[src/rtl/fmul_seq_if.sv]
// Enable/done handshake bundle shared by the fp16 multiply and divide blocks.
// The master drives the start request and operands; the slave returns the product.
interface fmul_seq_if;
    logic        enable;
    logic [15:0] f1;
    logic [15:0] f2;
    logic [15:0] f;
    logic        done;

    modport master (
        output enable,
        output f1,
        output f2,
        input  f,
        input  done
    );

    modport slave (
        input  enable,
        input  f1,
        input  f2,
        output f,
        output done
    );
endinterface

[src/rtl/fmul_seq.sv]
// Sequential fp16 multiplier: 11 shift-add steps, then one normalise/pack step.
// Truncating, subnormals read as zero, saturates on overflow, flushes on underflow.
module fmul_seq (
    input  logic       clk,
    input  logic       reset,
    fmul_seq_if.slave  bus
);
    typedef enum logic [1:0] {IDLE, MUL, NORM, DONE} state_t;

    state_t      r_state;
    state_t      w_state_next;

    logic [15:0] r_a;
    logic [15:0] r_b;
    logic [21:0] r_acc;
    logic [3:0]  r_cnt;
    logic [15:0] r_f;
    logic        r_done;

    logic [10:0] w_ma;
    logic [10:0] w_mb;
    logic [21:0] w_pp;
    logic        w_n;
    logic [9:0]  w_frac;
    logic [6:0]  w_exp;
    logic        w_sign;
    logic [15:0] w_result;

    assign w_ma = {1'b1, r_a[9:0]};
    assign w_mb = {1'b1, r_b[9:0]};
    assign w_pp = {11'd0, w_ma} << r_cnt;

    // Exponent held in 7 bits so e1+e2-15+n stays in -15..48 without wrapping.
    assign w_n    = r_acc[21];
    assign w_frac = w_n ? r_acc[20:11] : r_acc[19:10];
    assign w_exp  = {2'b00, r_a[14:10]} + {2'b00, r_b[14:10]} + {6'd0, w_n} - 7'd15;
    assign w_sign = r_a[15] ^ r_b[15];

    always_comb begin
        w_result = {w_sign, 15'd0};
        if ((r_a[14:10] == 5'd0) || (r_b[14:10] == 5'd0)) begin
            w_result = {w_sign, 15'd0};
        end else if ($signed(w_exp) >= 7'sd31) begin
            w_result = {w_sign, 5'b11110, 10'h3FF};
        end else if ($signed(w_exp) <= 7'sd0) begin
            w_result = {w_sign, 15'd0};
        end else begin
            w_result = {w_sign, w_exp[4:0], w_frac};
        end
    end

    always_comb begin
        w_state_next = r_state;
        case (r_state)
            IDLE: if (bus.enable) w_state_next = MUL;
            MUL:  if (r_cnt == 4'd10) w_state_next = NORM;
            NORM: w_state_next = DONE;
            DONE: if (!bus.enable) w_state_next = IDLE;
            default: w_state_next = IDLE;
        endcase
    end

    always_ff @(posedge clk) begin
        if (reset) begin
            r_state <= IDLE;
        end else begin
            r_state <= w_state_next;
        end
    end

    always_ff @(posedge clk) begin
        if (reset) begin
            r_a    <= 16'd0;
            r_b    <= 16'd0;
            r_acc  <= 22'd0;
            r_cnt  <= 4'd0;
            r_f    <= 16'd0;
            r_done <= 1'b0;
        end else begin
            case (r_state)
                IDLE: begin
                    if (bus.enable) begin
                        r_a   <= bus.f1;
                        r_b   <= bus.f2;
                        r_acc <= 22'd0;
                        r_cnt <= 4'd0;
                    end
                end
                MUL: begin
                    if (w_mb[r_cnt]) begin
                        r_acc <= r_acc + w_pp;
                    end
                    r_cnt <= r_cnt + 4'd1;
                end
                NORM: begin
                    r_f    <= w_result;
                    r_done <= 1'b1;
                end
                DONE: begin
                    if (!bus.enable) begin
                        r_done <= 1'b0;
                    end
                end
                default: ;
            endcase
        end
    end

    assign bus.f    = r_f;
    assign bus.done = r_done;
endmodule

[src/flat_wrapper.sv]
// flat-port wrapper written by rule: the top's interface ports become plain ports
module fmul_seq_flat 
  (clk, reset, bus_enable, bus_f1, bus_f2, bus_f, bus_done);
  fmul_seq_if bus_i ();
  input  logic clk;
  input  logic reset;
  input wire logic [$bits(bus_i.enable)-1:0] bus_enable;
  input wire logic [$bits(bus_i.f1)-1:0] bus_f1;
  input wire logic [$bits(bus_i.f2)-1:0] bus_f2;
  output wire logic [$bits(bus_i.f)-1:0] bus_f;
  output wire logic [$bits(bus_i.done)-1:0] bus_done;
  assign bus_i.enable = bus_enable;
  assign bus_i.f1 = bus_f1;
  assign bus_i.f2 = bus_f2;
  assign bus_f = bus_i.f;
  assign bus_done = bus_i.done;
  fmul_seq u_core (.clk(clk), .reset(reset), .bus(bus_i));
endmodule
[config.mk]
export PLATFORM = sky130hd
export DESIGN_NAME = fmul_seq_flat
export DESIGN_NICKNAME = d
export VERILOG_FILES = /design/src/rtl/fmul_seq_if.sv /design/src/rtl/fmul_seq.sv /design/src/flat_wrapper.sv
export SDC_FILE = /design/constraint.sdc
export NUM_CORES = 1
export LEC_CHECK = 0
export CAP_MARGIN = 25
export CORE_UTILIZATION = 50
export DETAILED_ROUTE_END_ITERATION = 7
export PLACE_DENSITY = 0.72
export SYNTH_ARGS = -nofsm -noshare
export SYNTH_HDL_FRONTEND = slang
export SYNTH_SLANG_ARGS = --single-unit
[constraint.sdc]
create_clock -name clk -period 5.8 [get_ports clk]
set_input_delay 1.16 -clock clk [delete_from_list [all_inputs] [get_ports clk]]
set_output_delay 1.16 -clock clk [all_outputs]
set_load 0.005 [all_outputs]
==> out/results.txt <==
Setup slack on the worst reg-to-reg path comes out at 1.93 ns. The proportion of layout cells with a drive suffix above 1 is 0.0754, and the power dissipated by switching net loads is 0.000773 W. The worst hold path depth is 2, and the pin count of the biggest net entering global routing is 61. Yosys mapped a number of flops with a built-in enable equal to 0. The async set-or-reset flop fraction in the synthesized netlist came out at 0. The setup TNS was 0 ns; the required time of the worst setup path was 6.05 ns. In the routed design, unresolved DRC markers number 0. TritonCTS built the clock tree.

The total count of max-transition violations in the final report was 0; the finished layout cell area was 0.00595 sq mm. The repair_antennas step left the layout with diodes totalling 0. The combined area of the multi-input logic cells came out at 0.00337 sq mm. For the worst setup path, the data arrival time is 4.12 ns. The source-to-sink clock delay at the later pin of the worst-skew pair is 0.36 ns, and the full die area is 0.0107 sq mm.

In this run the clock root is driven by a clkbuf_8. The tools report the worst voltage drop across the vdd grid as 0.000216 V. Setup repair after global routing left no endpoint under its margin. The class of the tightest hold or removal check is register to register. In this run the critical register-to-register path is captured at u_core.r_acc[18]$_SDFFE_PP0P_. Internal power comes to 0.00112 W. For this block, the routed nets add up to 12600 microns of wire.

Measured in cells, the most critical reg-to-reg path has a length of 13. After detailed routing, the average wire length per cell comes to 15.3 microns. Setup-violating endpoint count in the final report: 0. The switching power as a share of total power was 0.409. Counting every sink on the clock net gives 77. The pre-antenna-repair detailed-routing pass consisted of 5 iterations. The commonest cells after synthesis are 122 x nand2_1, 77 x dfxtp_1, 73 x a21oi_1, 46 x nor2_1, 35 x ha_1.

Longest individual stage delay on the worst path: 0.86 ns. By area the synthesized netlist is led by dfxtp_1 30%, nand2_1 8.9%, ha_1 8.5%, a21oi_1 7.1%, mux2i_1 4.7%. Counting the buffers created by CTS gives 9. The share of the cycle needed by the critical path after routing came out at 0.667.

The tools report the clock tree skew after final layout as 0.00905 ns. The fraction of the yosys area taken by sequential cells is 0.300, and the via count of the first global-routing pass is 4405. The fraction of power consumed by combinational cells was 0.417; the net count after synthesis was 722. The Yosys step of the flow raised 0 warnings. The run gives 892 as the number of inserted filler cells in the final layout.

In this run the horizontal extent of the chip is 103 microns. In this run the count of I/O pins placed on the die edge is 52. The H-tree was split into 3 levels. Count of cells resized by post-cts repair: 0. The flip-flop cell with the highest count after synthesis is dfxtp_1.

The startpoint identified for the worst register-to-register timing path is u_core.r_cnt[1]$_SDFFE_PP0P_. The tools report the sort of element at the end of the critical path as a register. The cell taking the most area after synthesis was dfxtp_1.

Summed over all nets, the half-perimeter wirelength after detailed placement is 9420 microns. In this run the cell area measured after placement is 0.00568 sq mm. At the end of routability-driven placement, the weighted congestion stood at 0.943. The run finished with clean final reports. After clock tree synthesis, the clock-pin slew on the worst setup and hold paths is 0.09 ns.

The share of total power in sequential cells is 0.347, and the per-instance average area after synthesis is 7.90 sq um. Routed via count divided by cell count: 5.75. Walking the worst path, the cells encountered are mux2_2 -> nor2_1 -> a21oi_1 -> nor2b_1 -> a31oi_1 -> nor2_1 -> ha_1 -> o21ai_0 -> a21oi_1 -> o41ai_1 -> o21ai_1 -> a221o_1 -> a221o_1. The initial standard-cell utilization of the core is 0.520, and the cell area power density is 318 mW/mm^2. The worst path in the final design needs a cycle of 3.87 ns, including I/O delays and setup. The signed area change from the synthesized netlist to the final layout came out at 15.8%. The cell row count was 36. Across the run, the number of max-cap violations was 0. The sequential cell area was 0.00154 sq mm; the initial antenna violation count was 0.

The first global-routing pass estimated 20700 microns of wire. For this design, the CTS-stage hold fixing added 0 buffers. Derived from the worst setup path, the maximum achievable clock frequency is 258 MHz. Port buffering added 51 buffers. At the pin with the least slew margin, the transition time is 1.03 ns. The run gives 0 as the number of hold violations in the final report.

After the last flow step, the layout net total stands at 757. The global route total overflow came out at 0. The most common cell in the synthesized netlist is nand2_1.

The largest individual stage delay along the critical path comes from the cell dfxtp_1. Along the worst path, the maximum fanout reaches 24. The worst hold path terminates at u_core.r_b[5]$_SDFFE_PP0P_. For the clock network fraction of design power, the log shows 0.236. The logs give 0 for the number of post-CTS setup repair buffers and 0 for the remaining number of nets flagged by the antenna check after routing. The cell area after synthesis was 0.00513 sq mm; the flip-flop and latch count after synthesis was 77. The run gives 0.00986 sq mm as the area of the placeable core. Yosys mapped the design onto 68 distinct sky130hd cell types. From bottom edge to top edge, the die measures 103 microns. The proportion of netlist area held by the largest area contributor works out to 0.300.

The logs give 2 for the buffer levels on the longest clock path and 650 for the synthesized instance count. The max-slew headroom at the worst pin was 0.313. The tools report the total number of vias as 4729. The type of element launching the critical path was a register.

For the leakage power figure, the log shows 2.29 nW. The first routing iteration left 271 violations. The run gives 0.249 as the combined global-route utilization of all metal layers. The worst hold path begins at u_core.r_b[5]$_SDFFE_PP0P_. The critical path is of the register to register type.
==> cell usage in the layout (no fill, tap or decap), types with 9 or more instances in the layout <==
cell	count
a21o_1	9
a21oi_1	73
clkbuf_8	10
clkdlybuf4s50_1	50
dfxtp_1	77
ha_1	35
inv_1	22
mux2i_1	24
nand2_1	122
nand2b_1	9
nand3_1	15
nor2_1	46
nor2b_1	9
nor3_1	13
o211ai_2	10
o21ai_0	27
xnor2_1	10
==> through the flow <==
step | hold slack (ns) | power [W] | instances | worst slack [ns] | utilization
6_report | 0.457 | 0.00189 | 823 | 1.93 | 0.603
5_1_grt | 0.484 | 0.00202 | 823 | 1.60 | 0.603
4_1_cts | 0.461 | 0.00185 | 821 | 1.98 | 0.597
3_5_place_dp | 0.449 | 0.00140 | 805 | 2.01 | 0.576
3_3_place_gp | 0.444 | 0.00138 | 805 | 2.10 | 0.576
2_1_floorplan | 0.433 | 0.00121 | 650 | 2.45 | -
==> routing by layer <==
layer	vias to the layer above	wire length, microns	track usage
met3	23	564	0.0343
met1	2187	5740	0.317
li1	2399	-	-
met4	0	267	0.0997
met5	-	0	0
met2	120	5990	0.426
==> cells by family after synthesis <==
kind of cell	synth area share
simple gates	0.226
xor+xnor	0.0285
fa+ha+maj	0.0953
mux	0.0665
buf+inv	0.0434
compound gates	0.240
flops	0.300
==> state kept, by name, summed over array words and instances, names as in the netlist <==
| register | count |
|---|---|
| u_core.bus.done | 1 |
| u_core.bus.f | 16 |
| u_core.r_a | 16 |
| u_core.r_acc | 22 |
| u_core.r_b | 16 |
| u_core.r_cnt | 4 |
| u_core.r_state | 2 |
==> power by group through the flow <==
stage	logic, W	registers, W	clock network (W)
5_1_grt	0.000873	0.000665	0.000477
3_3_place_gp	0.000717	0.000662	0
2_1_floorplan	0.000577	0.000637	0
6_report	0.000788	0.000655	0.000445
3_5_place_dp	0.000738	0.000666	0
4_1_cts	0.000743	0.000654	0.000451
==> cell type report <==
| type | count | area share |
|---|---|---|
| Multi-Input combinational cell | 519 | 0.567 |
| Inverter | 24 | 0.0151 |
| Clock buffer | 10 | 0.0231 |
| Clock inverter | 6 | 0.0124 |
| Timing Repair Buffer | 54 | 0.0955 |
| Sequential cell | 77 | 0.259 |
| Tap cell | 133 | 0.0280 |
==> worst max path at each step <==
stage,startpoint,slack [ns],depth (start not counted),to
4_1_cts,u_core.r_cnt[1]$_SDFFE_PP0P_,1.98,11,u_core.r_acc[18]$_SDFFE_PP0P_
5_1_grt,u_core.r_cnt[0]$_SDFFE_PP0P_,1.60,14,u_core.r_acc[19]$_SDFFE_PP0P_
6_report,u_core.r_cnt[1]$_SDFFE_PP0P_,1.93,13,u_core.r_acc[18]$_SDFFE_PP0P_
3_3_place_gp,u_core.r_cnt[1]$_SDFFE_PP0P_,2.10,14,u_core.r_acc[19]$_SDFFE_PP0P_
2_1_floorplan,u_core.r_cnt[1]$_SDFFE_PP0P_,2.45,12,u_core.r_acc[18]$_SDFFE_PP0P_
3_5_place_dp,u_core.r_cnt[1]$_SDFFE_PP0P_,2.01,11,u_core.r_acc[18]$_SDFFE_PP0P_
==> critical path: cells and delay by family (launching register included) <==
kind,cells,cell delay [ns]
adder cells (fa/ha/maj),1,0.36
flip-flops,1,0.86
AO/OA/AOI/OAI,8,1.83
AND/OR/NAND/NOR,3,0.31
multiplexers,1,0.42
(Power assumes the default switching activity.)
==> edit, RTL diff (same settings) <==
Re-encode `state_t` (4 states) as one-hot, 4 bits wide.
--- a/src/rtl/fmul_seq.sv
+++ b/src/rtl/fmul_seq.sv
@@ -7,3 +7,3 @@
 );
-    typedef enum logic [1:0] {IDLE, MUL, NORM, DONE} state_t;
+    typedef enum logic [3:0] {IDLE = 4'b0001, MUL = 4'b0010, NORM = 4'b0100, DONE = 4'b1000} state_t;
 
Function: same outputs for any inputs over 10 cycles, from zero or initial values and one cycle with reset high; not proved beyond that.
==> edit against the original RTL <==
- synthesized area is 0.39% lower
- design area is 0.93% lower
- via count is 0.57% lower
- worst setup slack better by 0.0033 ns
- highest routed layer unchanged
- sequential cell count is 2 higher
- critical path depth stayed put
- global-route usage is 1.3 points lower
- wire length is 5.9% lower
- critical endpoint is now u_core.r_acc[21]
Power is not compared: it rests on default switching activity, and its combinational part moved more than twofold at a synthesized area within 25%.
==> edit: results (changes against the original RTL) <==
| Metric | Value |
|---|---|
| Seq Cell Count | 79 (was 77) |
| # fillers | 907 (was 892) |
| FF-to-FF End | u_core.r_acc[21] (was u_core.r_acc[18]) |
| Mapped Area | 0.00511 sq mm (was 0.00513 sq mm) |
| Post-Layout Cell Count | 808 (was 823) |
| Vias in the first global route | 4,152 (was 4,405) |
| Status | complete, no violations (unchanged) |
| Dpl ws | 2.01 ns (about the same) |
| Root Driver | clkbuf_8 (unchanged) |
| DP HPWL | 8.64 mm (was 9.42 mm) |
| Area used by multi-input combinational logic | 0.00327 sq mm (was 0.00337 sq mm) |
| Sequential cell area | 0.00158 sq mm (was 0.00154 sq mm) |
| Drt total wl | 11.8 mm (was 12.6 mm) |
| Layout cell share with drive strength beyond 1 | 7.41% (was 7.54%) |
| GRT Overall Usage | 23.6% (was 24.9%) |
| Final hold violation count | 0 (unchanged) |
| Clock network share of area | 3.93% (was 3.56%) |
| Gp weighted congestion | 0.896 (was 0.943) |
| DP Cell Count | 792 (was 805) |
| Global-route wire length before repair | 19.5 mm (was 20.7 mm) |
| Placed instance area | 0.00566 sq mm (was 0.00568 sq mm) |
| R2R depth | 13 (unchanged) |
| Post-synthesis sequential area ratio | 30.9% (was 30.0%) |
| Multi-input gates | 500 (was 519) |
| Yosys cell types | 69 (was 68) |
| Worst-Margin Slew | 0.980 ns (was 1.03 ns) |
| Final cycle utilization of the critical path | 66.7% (about the same) |
| Crit. End Element | flop (unchanged) |
| CLK BUF | 12 (was 10) |
| Logic inverters | 26 (was 24) |
| Nets | 738 (was 757) |
| Flop2flop setup slack | 1.93 ns (about the same) |
| Pin count of the biggest net entering global routing | 42 (was 61) |
| Most frequent cells after synthesis | nand2_1 (100), dfxtp_1 (79), a21oi_1 (71), nor2_1 (51), ha_1 (31) (was nand2_1 (122), dfxtp_1 (77), a21oi_1 (73), nor2_1 (46), ha_1 (35)) |
| Post-Syn Area per Cell | 7.94 sq um (was 7.90 sq um) |
| Data buffer area share | 9.30% (was 9.55%) |
| Initial detailed-routing violation count | 243 (was 271) |
| Vias | 4,702 (was 4,729) |
| Synthesized Nets | 712 (was 722) |
| Top post-synthesis cells by area | dfxtp_1 (31%), ha_1 (7.6%), nand2_1 (7.3%), a21oi_1 (6.9%), nor2_1 (3.7%) (was dfxtp_1 (30%), nand2_1 (8.9%), ha_1 (8.5%), a21oi_1 (7.1%), mux2i_1 (4.7%)) |
[edit: worst min-delay path by stage]
stage | slack [ns] | cells after the start | start | to
floorplan | 0.43 | 2 | u_core.r_b[3] | u_core.r_b[3]
global placement | 0.44 | 2 | u_core.r_b[3] | u_core.r_b[3]
detailed placement | 0.44 | 2 | u_core.r_b[4] | u_core.r_b[4]
CTS | 0.46 | 2 | u_core.r_b[4] | u_core.r_b[4]
global route | 0.49 | 2 | u_core.r_b[1] | u_core.r_b[1]
finish | 0.46 | 2 | u_core.r_b[4] | u_core.r_b[4]
[edit: metal layers]
metal	part of all wire (%)	GRT usage [%]	vias to the layer above	wire length, um
li1	-	-	2379	-
met1	50	32.6	2193	5900
met2	44	36.4	109	5230
met3	3.5	3.59	21	416
met4	2.3	10.4	0	272
met5	0	0	-	0
[edit: kinds of logic (layout without fill, tap and decap cells)]
family,Yosys count,in the layout,synth area share [%]
multiplexers,28,28,6.53
AO/OA/AOI/OAI,179,179,22.6
XOR/XNOR,17,17,2.91
flip-flops,79,79,30.9
AND/OR/NAND/NOR,243,243,23.2
buffers and inverters,65,96,5.38
adder cells (fa/ha/maj),33,33,8.37
[edit: report_power, final]
part / internal, W / switching, W
sequential: 0.000558 / 0.0000166
clock: 0.000268 / 0.000208
combinational: 0.0000718 / 0.0000871
total: 0.000898 / 0.000311
[edit: worst max-delay path, cell delays in order (launching register included)]
cell,delay [ns]
dfxtp_1,0.89
mux2_2,0.42
nor2_1,0.09
a21oi_1,0.07
a21oi_1,0.20
nor2_1,0.06
ha_1,0.37
a21oi_1,0.25
nand2_1,0.13
o211ai_1,0.34
a21oi_1,0.22
a31oi_1,0.36
mux2i_1,0.25
nand4_1,0.10
